File: src/rtl/alarm_arm_controller.sv
// Keypad arm/disarm sequencer: matches CODE_LEN one-hot digits, then runs exit/entry delay and siren FSM.
// Outputs registered, status moves on the last digit's edge; no backpressure. `ALARM_LOCKOUT_EN adds keypad lockout.
module alarm_arm_controller #(
   parameter int                    CODE_LEN  = 4,
   parameter logic [4*CODE_LEN-1:0] CODE      = 16'h8421,
   parameter int                    EXIT_DLY  = 8,
   parameter int                    ENTRY_DLY = 8,
   parameter int                    MAX_FAIL  = 3,
   parameter int                    LOCK_CYC  = 16
) (
   input  logic       clk,
   input  logic       rst_n,
   input  logic [3:0] din,
   input  logic       sensor,
   output logic [2:0] status,
   output logic [3:0] chars,
   output logic       siren,
   output logic       code_ok,
   output logic       code_fail,
   output logic       locked
);

   localparam int MAX_DLY = (EXIT_DLY > ENTRY_DLY) ?
                            ((EXIT_DLY > LOCK_CYC) ? EXIT_DLY : LOCK_CYC) :
                            ((ENTRY_DLY > LOCK_CYC) ? ENTRY_DLY : LOCK_CYC);
   localparam int TW = $clog2(MAX_DLY + 1);
   localparam logic [TW-1:0] EXIT_T   = TW'(EXIT_DLY - 1);
   localparam logic [TW-1:0] ENTRY_T  = TW'(ENTRY_DLY - 1);
   localparam logic [3:0]    LAST_IDX = 4'(CODE_LEN - 1);

   if (CODE_LEN < 1 || CODE_LEN > 15 || EXIT_DLY < 1 || ENTRY_DLY < 1 ||
       MAX_FAIL < 1 || LOCK_CYC < 1) begin : g_bad_cfg
      $error("alarm_arm_controller: parameter out of legal range");
   end

   typedef enum logic [2:0] {
      S_DISARMED = 3'd0,
      S_ARMING   = 3'd1,
      S_ARMED    = 3'd2,
      S_ENTRY    = 3'd3,
      S_ALARM    = 3'd4
   } state_t;

   state_t        state;
   logic [TW-1:0] tmr;
   logic          lock_q;
   logic          match;
   logic [3:0]    exp_digit;
   logic          key_vld;
   logic          digit_ok;
   logic          last_key;
   logic          ok_now;
   logic          fail_now;

   always_comb begin
      exp_digit = '0;
      for (int i = 0; i < CODE_LEN; i++)
         if (chars == 4'(i)) exp_digit = CODE[4*i +: 4];
   end

   // match remembers whether every earlier digit of this entry was right
   assign key_vld  = (din != 4'd0) && !lock_q;
   assign digit_ok = $onehot(din) && (din == exp_digit);
   assign last_key = key_vld && (chars == LAST_IDX);
   assign ok_now   = last_key && match && digit_ok;
   assign fail_now = last_key && !(match && digit_ok);

   always_ff @(posedge clk or negedge rst_n) begin
      if (!rst_n) begin
         chars     <= '0;
         match     <= 1'b1;
         code_ok   <= 1'b0;
         code_fail <= 1'b0;
      end else begin
         code_ok   <= ok_now;
         code_fail <= fail_now;
         if (last_key) begin
            chars <= '0;
            match <= 1'b1;
         end else if (key_vld) begin
            chars <= chars + 4'd1;
            match <= match & digit_ok;
         end
      end
   end

   // a correct code always wins over timer expiry in the same cycle
   always_ff @(posedge clk or negedge rst_n) begin
      if (!rst_n) begin
         state <= S_DISARMED;
         tmr   <= '0;
         siren <= 1'b0;
      end else begin
         case (state)
            S_DISARMED: begin
               if (ok_now) begin
                  state <= S_ARMING;
                  tmr   <= EXIT_T;
               end
            end
            S_ARMING: begin
               if (ok_now) begin
                  state <= S_DISARMED;
                  tmr   <= '0;
               end else if (tmr == '0) begin
                  state <= S_ARMED;
               end else begin
                  tmr <= tmr - 1'b1;
               end
            end
            S_ARMED: begin
               if (ok_now) begin
                  state <= S_DISARMED;
               end else if (sensor) begin
                  state <= S_ENTRY;
                  tmr   <= ENTRY_T;
               end
            end
            S_ENTRY: begin
               if (ok_now) begin
                  state <= S_DISARMED;
                  tmr   <= '0;
               end else if (tmr == '0) begin
                  state <= S_ALARM;
                  siren <= 1'b1;
               end else begin
                  tmr <= tmr - 1'b1;
               end
            end
            S_ALARM: begin
               if (ok_now) begin
                  state <= S_DISARMED;
                  siren <= 1'b0;
               end
            end
            default: begin
               state <= S_DISARMED;
               tmr   <= '0;
               siren <= 1'b0;
            end
         endcase
      end
   end

   assign status = state;

`ifdef ALARM_LOCKOUT_EN
   localparam int FW = $clog2(MAX_FAIL + 1);
   localparam logic [FW-1:0] FAIL_MAX  = FW'(MAX_FAIL);
   localparam logic [FW-1:0] FAIL_LAST = FW'(MAX_FAIL - 1);
   localparam logic [TW-1:0] LOCK_T    = TW'(LOCK_CYC - 1);

   logic [FW-1:0] fail_cnt;
   logic [TW-1:0] lock_tmr;

   // keypad is gated while locked, so ok_now/fail_now cannot fire then
   always_ff @(posedge clk or negedge rst_n) begin
      if (!rst_n) begin
         fail_cnt <= '0;
         lock_tmr <= '0;
         lock_q   <= 1'b0;
      end else if (lock_q) begin
         if (lock_tmr == '0) begin
            lock_q   <= 1'b0;
            fail_cnt <= '0;
         end else begin
            lock_tmr <= lock_tmr - 1'b1;
         end
      end else if (ok_now) begin
         fail_cnt <= '0;
      end else if (fail_now) begin
         if (fail_cnt >= FAIL_LAST) begin
            fail_cnt <= FAIL_MAX;
            lock_q   <= 1'b1;
            lock_tmr <= LOCK_T;
         end else begin
            fail_cnt <= fail_cnt + 1'b1;
         end
      end
   end

   assign locked = lock_q;
`else
   assign lock_q = 1'b0;
   assign locked = 1'b0;
`endif

endmodule

File: config.mk
export PLATFORM = sky130hd
export DESIGN_NAME = alarm_arm_controller
export DESIGN_NICKNAME = d
export VERILOG_FILES = /design/src/rtl/alarm_arm_controller.sv
export SDC_FILE = /design/constraint.sdc
export NUM_CORES = 1
export LEC_CHECK = 0
export CAP_MARGIN = 10
export CORE_ASPECT_RATIO = 0.8
export CORE_UTILIZATION = 49
export CTS_CLUSTER_SIZE = 8
export DETAILED_ROUTE_END_ITERATION = 8
export GPL_TIMING_DRIVEN = 0
export PLACE_DENSITY_LB_ADDON = 0.12
export SLEW_MARGIN = 15
export SYNTH_ARGS = -nofsm -noshare
export SYNTH_HDL_FRONTEND = slang
export SYNTH_SLANG_ARGS = --single-unit
File: constraint.sdc
create_clock -name clk -period 5.3 [get_ports clk]
set_input_delay 0.795 -clock clk [delete_from_list [all_inputs] [get_ports clk]]
set_output_delay 0.795 -clock clk [all_outputs]
set_load 0.1 [all_outputs]
; Word level (Yosys, flattened, before mapping)
; Index checks and enable logic that the tools add are counted.
; Widths: inputs -> output; s select.
[word_totals]
regBits = 16
inputBits = 7
output_inout_bits = 11
word_cells = 78
[op_classes]
addsub = 5
n_eq_ne = 19
muxes = 27
bitwise = 3
n_reduce_logical = 17
[op_table]
columns = cell, count
row1 = $mux 3, 9
row2 = $mux 5, 5
row3 = $pmux 5 s4, 1
row4 = $pmux 3 s5, 1
row5 = $mux 4, 3
row6 = $ne 2x2->1 const B, 6
row7 = $ne 3x3->1 const B, 4
row8 = $reduce_and 5->1, 2
row9 = $eq 4x2->1 const B, 2
row10 = $eq 3x1->1 const B, 2
row11 = $eq 3x2->1 const B, 2
row12 = $logic_and 1x1->1, 6
row13 = $mux 1, 6
row14 = $logic_not 5->1, 1
row15 = $sub 5x1->5 const B, 1
row16 = $add 1x1->2, 2
row17 = $add 4x1->4 const B, 1
row18 = $eq 4x1->1 const B, 1
row19 = $eq 4x4->1, 1
row20 = $logic_not 4->1, 1
row21 = $reduce_and 4->1, 1
row22 = $reduce_bool 4->1, 1
row23 = $add 2x2->3, 1
row24 = $eq 3x3->1 const B, 1
row25 = 9 further kinds, 10

; Depth between registers and ports, before layout
; Gate-level depths: netlist of run 1.
[logic_depth]
depth_word = 10
mapped_depth = 10
ltp_nobuf = 10

; Least setup slack after synthesis of run 1
; Ideal clock, no wire load.
[synth_timing]
kind = input-to-reg
start = input din[1]
end = register tmr[0]
setup_time_ps = 122
arrival_ps = 3258
required_time_ps = 5178
setup_slack_ps = 1921
path_stages = 10
path_buffers = 0
cell_sequence = inv_1 -> fa_1 -> inv_1 -> ha_1 -> ha_1 -> nor3_1 -> o2111ai_4 -> nor3_4 -> mux2_1 -> a32o_1
[synth_via]
elab_chain_cells = 7
word_cells_on_any_way = 15
classes_between = add/sub (2) / eq/ne (5) / mux (2) / reduce/logical (6)
[synth_lines]
columns = element, line
row1 = from (decl), 13  ; input logic [3:0] din,
row2 = $add 1x1->2 (implied by the code), 63  ; assign digit_ok = $onehot(din) && (din == exp_digit);
row3 = $add 2x2->3 (implied by the code), 63
row4 = $eq 3x1->1, 63
row5 = $logic_and 1x1->1, 63
row6 = $logic_and 1x1->1 (*), 65  ; assign ok_now = last_key && match && digit_ok;
row7 = $ne 3x3->1 (no source line) (tied with other cells), --
row8 = $reduce_and 5->1 (no source line) or $pmux 5 s4 (tied branches), --
row9 = to (signal assigned), 108  ; tmr <= tmr - 1'b1;
row10 = to (signal assigned), 127  ; tmr <= tmr - 1'b1;
row11 = to (decl), 45  ; logic [TW-1:0] tmr;
; Every way passes the cells marked *; elsewhere a longest branch is shown, timed or not.
; A chain may end at the register's enable or synchronous reset.

; Worst setup path in the final report of run 1
[layout_timing]
start = input din[1]
end = register tmr[1]
; Same word-level chain as after synthesis.

==> results of run 1 <==
==> critical path: stages <==
cell             delay (ps)
clkdlybuf4s50_1         520
inv_1                   130
fa_1                    510
inv_1                    40
ha_1                    170
ha_1                    270
nor3_1                  500
o2111a_1                350
a31oi_2                 160
o41ai_2                 500
a221oi_1                160
==> worst paths after layout <==
kind	cells past startpoint	slack, ps	to
max in group asynchronous	1	3930	chars[2]
worst max register to register	7	2630	tmr[1]
min in group asynchronous	1	920	code_fail
worst min register to register	1	530	tmr[4]
worst min-delay path	1	530	tmr[4]
worst max-delay path	11	1330	tmr[1]
==> state kept, by name (all words and copies together), names as in the netlist <==
| signal | cells |
|---|---|
| match | 1 |
| siren | 1 |
| chars | 4 |
| code_ok | 1 |
| status | 3 |
| code_fail | 1 |
| tmr | 5 |
==> synthesized netlist by cell type, types with 2 or more instances <==
library cell / n / area, µm²
dfrtp_1: 15 / 375
inv_1: 14 / 52.6
nand2_1: 10 / 37.5
ha_1: 8 / 100
nor2_1: 8 / 30.0
a21oi_1: 6 / 30.0
o21ai_0: 6 / 30.0
xnor2_1: 5 / 43.8
nor3b_1: 4 / 30.0
clkbuf_1: 3 / 11.3
nor3_1: 3 / 15.0
nor4b_1: 3 / 26.3
nand3_1: 2 / 10.0
nor4_2: 2 / 25.0
o31ai_1: 2 / 15.0
xnor2_2: 2 / 32.5
==> routing by layer <==
layer	wire, µm	GRT usage	up-vias
li1	-	-	475
met1	1170	0.274	457
met2	1050	0.343	31
met3	173	0.0682	5
met4	47	0.102	0
met5	0	0	-
==> report_power, final <==
part           total (mW)  internal (mW)  switching (mW)
logic               0.511          0.162           0.349
registers           0.202          0.163          0.0388
clock network      0.0687         0.0294          0.0394
total               0.781          0.354           0.427
==> final cells by class <==
class / count / area (µm²)
Buffer: 4 / 18.8
Inverter: 14 / 52.6
Tap cell: 25 / 31.3
Clock buffer: 4 / 26.3
Timing Repair Buffer: 16 / 160
Sequential cell: 16 / 402
Multi-Input combinational cell: 88 / 703
Fill cell: 196 / 821
==> logic make-up (layout without fill, tap and decap cells) <==
family	count (synthesis)	count (layout)
adder cells (fa/ha/maj)	9	9
AND/OR/NAND/NOR	42	42
other	1	1
flip-flops	16	16
buffers and inverters	18	38
XOR/XNOR	7	7
multiplexers	2	2
AO/OA/AOI/OAI	27	27
==> stage by stage <==
stage | hold WS [ps] | power [mW] | cell area, µm² | std cells | worst slack [ps]
after global placement | 480 | 0.698 | 1370 | 163 | 1130
after floorplan | 459 | 0.602 | 1180 | 122 | 1920
after global routing | 551 | 0.838 | 1390 | 167 | 1170
final | 531 | 0.781 | 1390 | 167 | 1330
after detailed placement | 512 | 0.711 | 1370 | 163 | 1060
after CTS | 532 | 0.782 | 1390 | 167 | 1380
==> layout by cell type (no fill, tap or decap), types with 2 or more instances in the layout <==
cell type,synthesis,layout
clkdlybuf4s50_1,0,16
dfrtp_1,15,15
inv_1,14,14
nand2_1,10,10
nor2_1,8,8
ha_1,8,8
a21oi_1,6,6
o21ai_0,6,6
xnor2_1,5,5
nor3b_1,4,4
clkbuf_1,3,4
nor3_1,3,3
nor4b_1,3,3
clkbuf_4,0,3
nor4_2,2,2
xnor2_2,2,2
nand3_1,2,2
o31ai_1,2,2
==> reports/metrics.cfg, run 1 <==
[run_status]
run_status=finished with violations
violations=DRC

[grt]
antenna_found_initial=0
gr-total-overflow=0
grt_pass1_wl_um=4190
grt_use_total=0.216
grt_pass1_vias=957
grt_max_degree=17

[yosys]
synth_edf_count=0
synthAdderAreaFrac=0.102
yosysUniqueCellTypes=45
synth_compound_area_frac=0.190
ys_warn_count=0
synth_xor_area_frac=0.0649
synth_top_family_by_area=simple AND/OR/NAND/NOR gates
syn_avg_cell_area_um2=9.64
yosysSeqAreaShare=0.341
synthArstFlopShare=1.00
yosys.area_share.simple=0.219
synth-seq-cells=16
syn_inst=122
synthMuxAreaShare=0.0181
syn_area_mm2=0.00118
syn_nets=138
synth_top_flop_cell=dfrtp_1

[worst_setup_path]
crit_fanout=4
start_kind=primary input
critPathArrivalTime_ps=4110
end_kind=flop
critPathRequiredTime_ps=5450
path_class=primary input to flop
r2r-start=chars[0]
cp-startpoint=din[1]

[detailed_routing]
dr.pass1.iters=6
wire_per_inst_um=14.6
vias_per_cell=5.80
wl_um=2440
drt-initial-drc-count=40
num_vias=968
postRouteAntennaNets=0
route.detailed.drc=3

[worst_hold_path]
min_path_type=flop to flop
worstHoldStart=tmr[4]

[clocking]
clock_path_buffers=2
cts_hold_buf=0
clkSinkCount=16
cts.clk_slew.worst_paths_ps=90
cts_setup_buffers=0
ctsResizeCount=0
tritoncts=done
clk_latency_ps=300
cts-root-buf=clkbuf_4
htreeDepth=1
cts_made_buffers=3

[power_and_ir_drop]
powerDensity_mw_per_mm2=560
p_leak_nw=0.616
peakVddDrop_mv=0.379

[sta]
maxSlewHeadroom=0.349
setup_violations=0
tightest_slew_ps=973
hold_viol_final=0
fin_skew_ps=1.20
rsz0062_at_grt=false
fmax_mhz=252
drv_slew=0
fin_crit_ps=3970
period_share=0.749
setup-tns-final_ps=0

[placed_design]
numPortBuffers=16
place_hpwl_um=1870
gp_congestion=0.823

[floorplanning]
die-area_mm2=0.00260
core_mm2=0.00221
ios=18
die_w_um=56.8
fp.dieH_um=45.8
start_util=0.531
core.rowCount=15

[finish]
nNetsFinal=159
drive_gt1_frac=0.120
diodes=0
post-route-util=0.629
syn2layout_area_growth_pct=18.5

[job]
drv_cap=0

(Power assumes the default switching activity.)
==> run 2: changes to the inputs <==
Settings changed: CORE_UTILIZATION 49 to 48.
Clock period 5.3 ns to 3.2 ns, I/O delays scaled along.
==> run 2 against run 1 <==
The flow still finishes with violations (DRC). Critical path type unchanged. Via count fell by 0.83%. Highest routed layer unchanged. Cell area increased by 4.9%. Cell count is 1.8% higher. Register-to-register slack worse by 2000 ps. Clock skew is 5.5 ps higher.
==> reports/metrics.cfg, run 2 (synthesis gave the netlist of run 1 again) <==
[floorplanning]
fp.dieH_um=46.3
die_w_um=57.3
start_util=0.527
core.rowCount=15
core_mm2=0.00223
die-area_mm2=0.00265
ios=18

[finish]
fin_area_mm2=0.00146
largest_reg_flops=5
diodes=0
nNetsFinal=162
post-route-util=0.655
drive_gt1_frac=0.172
final_common_cell=dfrtp_1
syn2layout_area_growth_pct=24.4
final_cell_mix=dfrtp_1, clkdlybuf4s50_1, inv_1, nand2_1
regMostFlops=tmr

[clocking]
tritoncts=done
clk_latency_ps=290
cts_made_buffers=3
clock_path_buffers=2
cts-root-buf=clkbuf_4
cts.clk_slew.worst_paths_ps=90
clkSinkCount=16
cts_hold_buf=0
htreeDepth=1

[worst_hold_path]
holdPathEnd=tmr[4]
worstHoldStart=tmr[4]
holdPathStages=1
min_path_type=flop to flop

[detailed_routing]
dr.pass1.iters=6
postRouteAntennaNets=0
wl_um=2390
route.detailed.drc=1
num_vias=960
drt-initial-drc-count=26
wire_per_inst_um=14.1
vias_per_cell=5.65

[grt]
antenna_found_initial=0
grt_pass1_wl_um=3960
gr-total-overflow=0
grt_use_total=0.205
grt_pass1_vias=871
grt_max_degree=17

[worst_setup_path]
critPathRequiredTime_ps=3360
crit_fanout=4
r2r-end=tmr[3]
end_kind=flop
critPathArrivalTime_ps=3010
r2r-start=chars[0]
start_kind=primary input
rrSetupSlack_ps=640
rr_worst_depth=8
path_class=primary input to flop

[sta]
drv_slew=0
fin_skew_ps=6.74
fin_crit_ps=2860
setup-tns-final_ps=0
whs_ps=500
rsz0062_at_grt=false
maxSlewHeadroom=0.347
hold_viol_final=0
setup_violations=0
fmax_mhz=350
period_share=0.892
tightest_slew_ps=976

[run_status]
violations=DRC
run_status=finished with violations

[power_and_ir_drop]
peakVddDrop_mv=0.631
powerDensity_mw_per_mm2=907
p_leak_nw=0.659

[placed_design]
dpl_cell_area_mm2=0.00137
gp_congestion=0.832
numPortBuffers=16
place_hpwl_um=1800

[job]
drv_cap=0

run 2: cell count changes in the layout (fill, tap and decap cells not counted), moves of 2 or more:
cell / delta
buf_4: +3
clkdlybuf4s50_1: -3
dlymetal6s2s_1: +3
inv_1: -2
inv_2: +2
run 2: layout make-up:
type                       instances  area (µm²)
tap                               25        31.3
clock buffer                       4        26.3
sequential                        16         402
inverter                          14        52.6
fill                             182         771
buffer                             4        18.8
timing repair buffer              19         190
multi-input combinational         88         742
run 2: what timing repair did:
action | CTS | global route
pin swaps | 2 | 4
buffers inserted | 1 | 2
gates resized for setup | 4 | 7
setup endpoints to repair | 6 | 4
run 2: critical path: stages:
cell            delay, ps
dlymetal6s2s_1        160
inv_2                 100
fa_1                  520
inv_1                  40
ha_1                  170
ha_1                  300
nor3_4                270
o2111a_2              280
a31oi_4               120
o41ai_4               440
a21oi_1               130
run 2: where the power goes:
group	total (mW)	switching, mW	internal [mW]
registers	0.333	0.0626	0.270
clock network	0.109	0.0607	0.0485
logic	0.884	0.597	0.288
run 2: metrics by stage:
stage                     total power, mW  setup WS, ps  cells
after floorplan                     0.997           136    122
final                                1.33           344    170
after detailed placement             1.18          -740    163
after CTS                            1.31          12.5    168
after global routing                 1.41           246    170
after global placement               1.16          -659    163
run 2: worst max-delay path by stage:
stage                 from      to  cells after the start
floorplan           din[1]  tmr[0]                     10
global placement    din[1]  tmr[0]                     11
detailed placement  din[1]  tmr[0]                     11
CTS                 din[1]  tmr[0]                     11
global route        din[1]  tmr[2]                     11
finish              din[1]  tmr[2]                     11
run 2: per-layer routing:
layer	global-route usage	part of all wire
met4	0.0683	0.012
met1	0.278	0.51
met3	0.0674	0.040
met2	0.309	0.43
met5	0	0
